--- src/rtl/ysyx_22050550_div_pkg.sv ---
// ysyx_22050550_div_pkg: shared width, op encodings, write-enable values and FSM states for the divider
`ifndef ysyx_22050550_CPUWIDTH
`define ysyx_22050550_CPUWIDTH 64
`endif
package ysyx_22050550_div_pkg;
  localparam int CPU_WIDTH = `ysyx_22050550_CPUWIDTH;
  localparam logic [1:0] OP_DIV = 2'b00;
  localparam logic [1:0] OP_DIVU = 2'b01;
  localparam logic [1:0] OP_REM = 2'b10;
  localparam logic [1:0] OP_REMU = 2'b11;
  localparam logic WEN = 1'b1;
  localparam logic WDIS = 1'b0;
  typedef enum logic [1:0] {IDLE, CALC, DONE} state_t;
endpackage

--- src/rtl/ysyx_22050550_div_step.sv ---
// ysyx_22050550_div_step: one restoring shift/trial-subtract step of {rem,quo} against dvs
module ysyx_22050550_div_step
  import ysyx_22050550_div_pkg::*;
#(
  parameter int WIDTH = CPU_WIDTH
) (
  input  logic [WIDTH-1:0] rem,
  input  logic [WIDTH-1:0] quo,
  input  logic [WIDTH-1:0] dvs,
  output logic [WIDTH-1:0] rem_n,
  output logic [WIDTH-1:0] quo_n
);
  logic [WIDTH:0] t;
  logic [WIDTH:0] d;
  always_comb begin
    t = {rem, quo[WIDTH-1]};
    d = t - {1'b0, dvs};
    rem_n = d[WIDTH] ? t[WIDTH-1:0] : d[WIDTH-1:0];
    quo_n = {quo[WIDTH-2:0], ~d[WIDTH]};
  end
endmodule

--- src/rtl/ysyx_22050550_div_seq.sv ---
// ysyx_22050550_div_seq: multi-cycle RV64M divide/remainder sequencer with valid/ready in and write-back out
module ysyx_22050550_div_seq
  import ysyx_22050550_div_pkg::*;
#(
  parameter int WIDTH = CPU_WIDTH
) (
  input  logic             clk,
  input  logic             rst,
  input  logic             in_valid,
  output logic             in_ready,
  input  logic [1:0]       in_op,
  input  logic             in_word,
  input  logic [WIDTH-1:0] in_op1,
  input  logic [WIDTH-1:0] in_op2,
  input  logic [4:0]       in_rd,
  input  logic             in_rden,
  input  logic             flush,
  output logic             out_valid,
  input  logic             out_ready,
  output logic [4:0]       o_rd,
  output logic             o_wen,
  output logic [WIDTH-1:0] o_wdata,
  output logic             busy
);
  localparam int CW = $clog2(WIDTH);
  localparam logic [WIDTH-1:0] MIN_D = {1'b1, {(WIDTH-1){1'b0}}};
  localparam logic [WIDTH-1:0] MIN_W = {{(WIDTH-31){1'b1}}, {31{1'b0}}};
  state_t state, state_n;
  logic [WIDTH-1:0] rem, quo, dvs, rem_s, quo_s;
  logic [WIDTH-1:0] a, b, ma, mb, res_s, res_c;
  logic [CW-1:0] cnt;
  logic op_rem, word, neg_q, neg_r;
  logic acc, sgn, div0, ovf;
  function automatic logic [WIDTH-1:0] ext(input logic w, input logic [WIDTH-1:0] x);
    return w ? {{(WIDTH-32){x[31]}}, x[31:0]} : x;
  endfunction
  ysyx_22050550_div_step #(.WIDTH(WIDTH)) u_step (
    .rem(rem), .quo(quo), .dvs(dvs), .rem_n(rem_s), .quo_n(quo_s)
  );
  always_comb begin
    in_ready = state == IDLE && !rst;
    busy = state != IDLE;
    out_valid = state == DONE;
    acc = in_valid && in_ready && !flush;
    sgn = in_op == OP_DIV || in_op == OP_REM;
    a = in_word ? {{(WIDTH-32){sgn & in_op1[31]}}, in_op1[31:0]} : in_op1;
    b = in_word ? {{(WIDTH-32){sgn & in_op2[31]}}, in_op2[31:0]} : in_op2;
    ma = (sgn && a[WIDTH-1]) ? -a : a;
    mb = (sgn && b[WIDTH-1]) ? -b : b;
    div0 = b == '0;
    ovf = sgn && a == (in_word ? MIN_W : MIN_D) && &b;
    res_s = ext(in_word, div0 ? ((in_op == OP_REM || in_op == OP_REMU) ? a : '1)
                              : ((in_op == OP_REM) ? '0 : a));
    res_c = ext(word, op_rem ? (neg_r ? -rem_s : rem_s) : (neg_q ? -quo_s : quo_s));
    state_n = flush ? IDLE
            : state == IDLE ? (acc ? ((div0 || ovf) ? DONE : CALC) : IDLE)
            : state == CALC ? (cnt == '0 ? DONE : CALC)
            : (out_ready ? IDLE : DONE);
  end
  always_ff @(posedge clk) state <= rst ? IDLE : state_n;
  always_ff @(posedge clk) begin
    if (rst) begin
      o_rd <= '0;
      o_wen <= WDIS;
      o_wdata <= '0;
      rem <= '0;
      quo <= '0;
      dvs <= '0;
      cnt <= '0;
      op_rem <= 1'b0;
      word <= 1'b0;
      neg_q <= 1'b0;
      neg_r <= 1'b0;
    end else if (acc) begin
      o_rd <= in_rd;
      o_wen <= in_rden ? WEN : WDIS;
      op_rem <= in_op == OP_REM || in_op == OP_REMU;
      word <= in_word;
      neg_q <= sgn && (a[WIDTH-1] ^ b[WIDTH-1]);
      neg_r <= sgn && a[WIDTH-1];
      rem <= '0;
      quo <= in_word ? ma << 32 : ma;
      dvs <= mb;
      cnt <= in_word ? CW'(31) : CW'(WIDTH-1);
      if (div0 || ovf) o_wdata <= res_s;
    end else if (state == CALC && !flush) begin
      rem <= rem_s;
      quo <= quo_s;
      cnt <= cnt - 1'b1;
      if (cnt == '0) o_wdata <= res_c;
    end
  end
endmodule

--- config.mk ---
export PLATFORM = sky130hd
export DESIGN_NAME = ysyx_22050550_div_seq
export DESIGN_NICKNAME = d
export VERILOG_FILES = /design/src/rtl/ysyx_22050550_div_pkg.sv /design/src/rtl/ysyx_22050550_div_step.sv /design/src/rtl/ysyx_22050550_div_seq.sv
export SDC_FILE = /design/constraint.sdc
export NUM_CORES = 1
export LEC_CHECK = 0
export CORE_MARGIN = 2
export CORE_UTILIZATION = 45
export CTS_BUF_LIST = sky130_fd_sc_hd__clkbuf_4 sky130_fd_sc_hd__clkbuf_8
export CTS_CLUSTER_SIZE = 24
export DETAILED_ROUTE_END_ITERATION = 7
export PLACE_DENSITY = 0.76
export SLEW_MARGIN = 30
export SYNTH_ARGS = -nofsm -noshare
export SYNTH_HDL_FRONTEND = slang
export SYNTH_SLANG_ARGS = --single-unit
--- constraint.sdc ---
create_clock -name clk -period 7.1 [get_ports clk]
set_input_delay 1.42 -clock clk [delete_from_list [all_inputs] [get_ports clk]]
set_output_delay 1.42 -clock clk [all_outputs]
set_load 0.02 [all_outputs]
Word-level counts from Yosys, hierarchy flattened
Cells that the tools add are included.

operators by class
  reductions and logical operators = 25
  add/sub/neg operators = 6
  muxes and demuxes = 31
  equal/unequal tests = 6
  bitwise gates (word level) = 4

operators by type and width
  cell                 count
  $mux 64              20
  $neg 64->64          4
  $sub 65x64->65       1
  $eq 64x64->1         1
  $logic_not 64->1     1
  $reduce_and 64->1    1
  $mux 63              1
  $mux 6               3
  $mux 2               6
  $logic_and 1x1->1    9
  $eq 2x2->1 const B   3
  $logic_not 6->1      1
  $reduce_bool 2->1    3
  $sub 6x1->6 const B  1
  $logic_not 2->1      2
  $reduce_or 2->1      2
  $logic_or 1x1->1     3
  $reduce_and 3->1     1
  $and 1x1->1          2
  $eq 2x1->1 const B   1
  $logic_not 1->1      2
  $ne 2x1->1 const B   1
  $mux 1               1
  $not 1->1            1
  $xor 1x1->1          1

storage, ports and cells
  register bits = 274
  output and inout bits = 73
  input port bits = 142

Depth between registers and ports, before layout
  depth in word-level cells = 11
  gate-level depth with buffers = 29

Cells and area by module
Synthesis repeated with hierarchy kept, for this count alone.

second synthesis, totals
  cells, all modules = 3314
  area total of the unflattened synthesis = 24229.5 um2

by module, submodules not included
  module                  seq. area each (um2)  area an instance (um2)  cells each  instances
  ysyx_22050550_div_seq   5485.3                18659.1                 2524        1
  ysyx_22050550_div_step  0.0                   5570.3                  790         1

Worst setup path before layout
OpenSTA, ideal clock, no wires.

  kind = flip-flop to flip-flop
  start point = register quo[63]
  end point = register o_wdata[62]
  clock period less this slack = 5.881 ns
  path buffers = 3
  stages on the path, launching flop included = 29
  arrival = 5.767 ns
  path slack = 1.219 ns
  path through = dfxtp_1 -> inv_1 -> ha_1 -> fa_1 -> nor2b_1 -> o31a_2 -> o2111ai_2 -> a311oi_2 -> o21ai_0 -> o211a_4 -> inv_2 -> buf_6 -> buf_2 -> buf_2 -> nor2_1 -> a21oi_1 -> ha_1 -> inv_1 -> a221o_1 -> a211oi_1 -> and4b_1 -> nand4_1 -> o41ai_1 -> nand4b_1 -> or3_1 -> o31ai_1 -> xor2_1 -> a21oi_1 -> o21a_1

on the way
  longest elaborated chain between the ends = 9
  elaborated cells between the ends (all ways) = 12
  classes of those cells = 3 x add/sub; 8 x mux; 1 x bitwise

RTL lines
  what                                  line                                                        RTL
  start: declaration                    ysyx_22050550_div_seq.sv:29                                 logic [WIDTH-1:0] rem, quo, dvs, rem_s, quo_s;
  start signal: assignment              ysyx_22050550_div_seq.sv:82                                 quo <= in_word ? ma << 32 : ma;
  start signal: assignment              ysyx_22050550_div_seq.sv:88                                 quo <= quo_s;
  $sub 65x64->65                        ysyx_22050550_div_step.sv:17                                d = t - {1'b0, dvs};
  $mux 64 or $not 1->1 (tied branches)  ysyx_22050550_div_step.sv:18, ysyx_22050550_div_step.sv:19
  $neg 64->64                           ysyx_22050550_div_seq.sv:54                                 res_c = ext(word, op_rem ? (neg_r ? -rem_s : rem_s) : (neg_q ? -quo_s : quo_s));
  $mux 64                               ysyx_22050550_div_seq.sv:54
  $mux 64 *                             ysyx_22050550_div_seq.sv:54
  $mux 64 *                             ysyx_22050550_div_seq.sv:35                                 return w ? {{(WIDTH-32){x[31]}}, x[31:0]} : x;
  $mux 64 *                             ysyx_22050550_div_seq.sv:90                                 if (cnt == '0) o_wdata <= res_c;
  $mux 64 *                             ysyx_22050550_div_seq.sv:86                                 end else if (state == CALC && !flush) begin
  $mux 64 *                             ysyx_22050550_div_seq.sv:74                                 end else if (acc) begin
  end signal: assignment                ysyx_22050550_div_seq.sv:85                                 if (div0 || ovf) o_wdata <= res_s;
  end signal: assignment                ysyx_22050550_div_seq.sv:90
  end: declaration                      ysyx_22050550_div_seq.sv:22                                 output logic [WIDTH-1:0] o_wdata,

Every way passes the cells marked *; elsewhere a longest branch is shown, timed or not. The select of a mux whose other input is x is not followed.
A chain may end at the register's enable or synchronous reset.

Worst setup path after layout
Same ends and word-level chain as after synthesis.

==> flow_summary.yaml <==
worst_setup_path:
  crit_family: "compound AO/OA/AOI/OAI gates"
  critPathSlowestCell: "or3_1"
  cpPeakStageDelay_ns: 0.53
  r2r_end: "o_wdata[62]"
  crit_path_end: "o_wdata[62]"
  regToRegStartpoint: "quo[63]"
  crit_buf_inv: 4
  cp_max_fo: 8
  required_ns: 7.68
  cp-startpoint: "quo[63]"
  endpoint_kind: "flip-flop"
  start_kind: "flip-flop"
  rr_worst_depth: 25
  critical_path_arrival_ns: 7.29
  path_class: "flip-flop to flip-flop"
  worst-path-stages: 25
  r2r_setup_slack_ns: 0.39
synthesis:
  synth_cell_types: 104
  ys_warn_count: 0
  avgSynthCellArea_sq_um: 7.080
  syn_inst: 3542
  syn_area_sq_um: 25080
  synth.area.top_cells: "dfxtp_1 22%, a21oi_1 6.8%, nor2_1 6.1%, o21ai_0 5.5%, xnor2_1 5.3%"
  synth_nets: 3756
  synth-seq-cells: 274
  async_flop_share_pct: 0
  netlist.area_leader.share_pct: 21.87
  yosysSeqAreaShare_pct: 21.87
  synth_edf_count: 0
  yosysTopAreaCell: "dfxtp_1"
  synth_ff_type: "dfxtp_1"
timing:
  rsz0062_at_grt: "no"
  whs_ns: 0.4541
  skew_ns: 0.04639
  slew_violations: 0
  period_share_pct: 94.47
  slew_headroom_pct: 34.69
  tightest_slew_ns: 0.9797
  finalCriticalPeriod_ns: 6.707
  setup_ws_ns: 0.3930
  finalSetupViolations: 0
  hold_viol: 0
  tns_ns: 0
  fmaxAchievable_mhz: 149.1
route:
  wl_per_cell_um: 23.52
  via_per_inst: 6.459
  post-route-drc-count: 7
  first_iter_violations: 3533
  drtPass1Iterations: 8
  vias: 28430
  drt-total-wl_mm: 103.5
  ant_nets: 0
placed_design:
  dp_slack_ns: 0.6471
  hpwlAfterDp_mm: 78.18
  gp_congestion: 1.011
  numPortBuffers: 214
  place_area_sq_um: 27620
grt:
  grt.total_usage_pct: 34.79
  antenna_found_initial: 4
  overflow: 0
  grt_pass1_wl_mm: 155.0
  grt_pass1_vias: 25820
  grt_start_max_net_pins: 172
clock_network:
  postCtsSetupRepairBufs: 0
  clock_latency_ns: 0.69
  path_clk_slew_ns: 0.07
  cts.path.max_buffers: 3
  cts_resized: 0
  cts_tree: "yes"
  ctsHoldBuffers: 0
  cts-htree-levels: 2
  numCtsBuffers: 52
  cts_num_sinks: 274
  cts-root-buf: "clkbuf_8"
power:
  p_int_uw: 3278
  p_clk_share_pct: 32.0
  ir_drop_v: 0.0001224
  leakage_uw: 0.01028
  powerDensity_nw_per_um2: 191.0
  p_sw_share_pct: 40.35
  seqPwrFrac_pct: 29.7
  p_switching_uw: 2217
  power.total_uw: 5496
  combPwrFrac_pct: 38.3
final_layout:
  nNetsFinal: 3826
  stdcell_area_sq_um: 28780
  syn2layout_area_growth_pct: 14.76
  final_cell_mix: "404 x nor2_1, 343 x nand2_1, 338 x a21oi_1"
  n_fill_cell: 5480
  final_common_cell: "nor2_1"
  drive_gt1_share_pct: 6.625
floorplanning:
  start_util_pct: 45.52
  die_area_sq_um: 57640
  die_height_um: 240.1
  design.portCount: 215
  core_area_sq_um: 55090
  die_w_um: 240.1
  rows: 86
min_path:
  hp-class: "flip-flop to flip-flop"
job:
  maxCapViolCount: 0
run_status:
  violations: "design-rule violations"
  status: "complete, but fails checks"
[logic make-up (layout without fill, tap and decap cells)]
kind of cell    Yosys count  count (layout)  synth area share [%]
buf+inv                 357             468                 5.807
other cells               0               1                     0
xor+xnor                275             275                 9.604
compound gates         1213            1213                 32.07
fa+ha+maj                72              72                 3.622
mux                      62              62                 2.490
simple gates           1289            1289                 24.53
flops                   274             274                 21.87
[layer usage]
metal | routed length [um] | vias to the layer above | share of wire (%) | global-route usage [%]
met3 | 11230 | 337 | 11 | 8.289
li1 | - | 13200 | - | -
met2 | 44670 | 1687 | 43 | 53.51
met1 | 41880 | 13210 | 40 | 45.45
met5 | 27 | - | 0.026 | 0
met4 | 5736 | 4 | 5.5 | 17.17
[power groups by stage]
stage / sequential (uW) / clock, uW / combinational [uW]
3_3_place_gp: 1660 / 0 / 2020
4_1_cts: 1630 / 1770 / 2030
6_report: 1630 / 1760 / 2110
5_1_grt: 1640 / 1840 / 2250
3_5_place_dp: 1660 / 0 / 2020
2_1_floorplan: 1650 / 0 / 1370
[state kept, by name (all words and copies together), names as in the netlist]
register	cells
op_rem	1
neg_q	1
cnt	6
o_wdata	64
neg_r	1
o_wen	1
state	2
word	1
rem	64
quo	64
dvs	64
o_rd	5
[through the flow]
stage	std cells	utilization (%)
2_1_floorplan	3542	-
3_3_place_gp	4306	50.12
3_5_place_dp	4306	50.13
4_1_cts	4401	52.22
5_1_grt	4402	52.24
6_report	4402	52.24
[how the worst min path moves through the flow]
stage	startpoint	end	slack, ns	cells past startpoint
final	o_wdata[30]	o_wdata[30]	0.45	2
after global routing	o_wdata[18]	o_wdata[18]	0.47	2
after CTS	o_wdata[18]	o_wdata[18]	0.46	2
after detailed placement	o_wdata[13]	o_wdata[13]	0.44	2
after global placement	o_wdata[9]	o_wdata[9]	0.44	2
after floorplan	dvs[51]	dvs[51]	0.44	2
[tightest hold or removal path, cell delays in order (launching register included)]
cell     delay [ns]
dfxtp_1        0.31
nand2_1        0.05
a21oi_1        0.05
[cells in the mapped netlist, types with 33 or more instances]
master,n
or3_1,95
xor2_1,123
inv_1,106
nand3_1,39
xnor2_1,152
clkbuf_1,184
buf_2,33
ha_1,71
o211ai_1,35
dfxtp_1,274
nand4_1,69
nor4_1,51
nor3_1,115
nand2_1,343
mux2i_1,59
o21ai_0,277
a211oi_1,98
a21oi_1,339
a31oi_1,35
o31ai_1,61
nor2_1,406
[final cells by class]
cell class	count	area, sq um	share of cell area, %
Multi-Input combinational cell	2911	18220	63.32
Sequential cell	274	5488	19.07
Timing Repair Buffer	266	2579	8.960
Clock buffer	86	1065	3.700
Tap cell	748	935.9	3.252
Inverter	107	402.9	1.400
Clock inverter	9	85.08	0.2956
Antenna cell	1	2.502	0.008695
(Power assumes the default switching activity.)
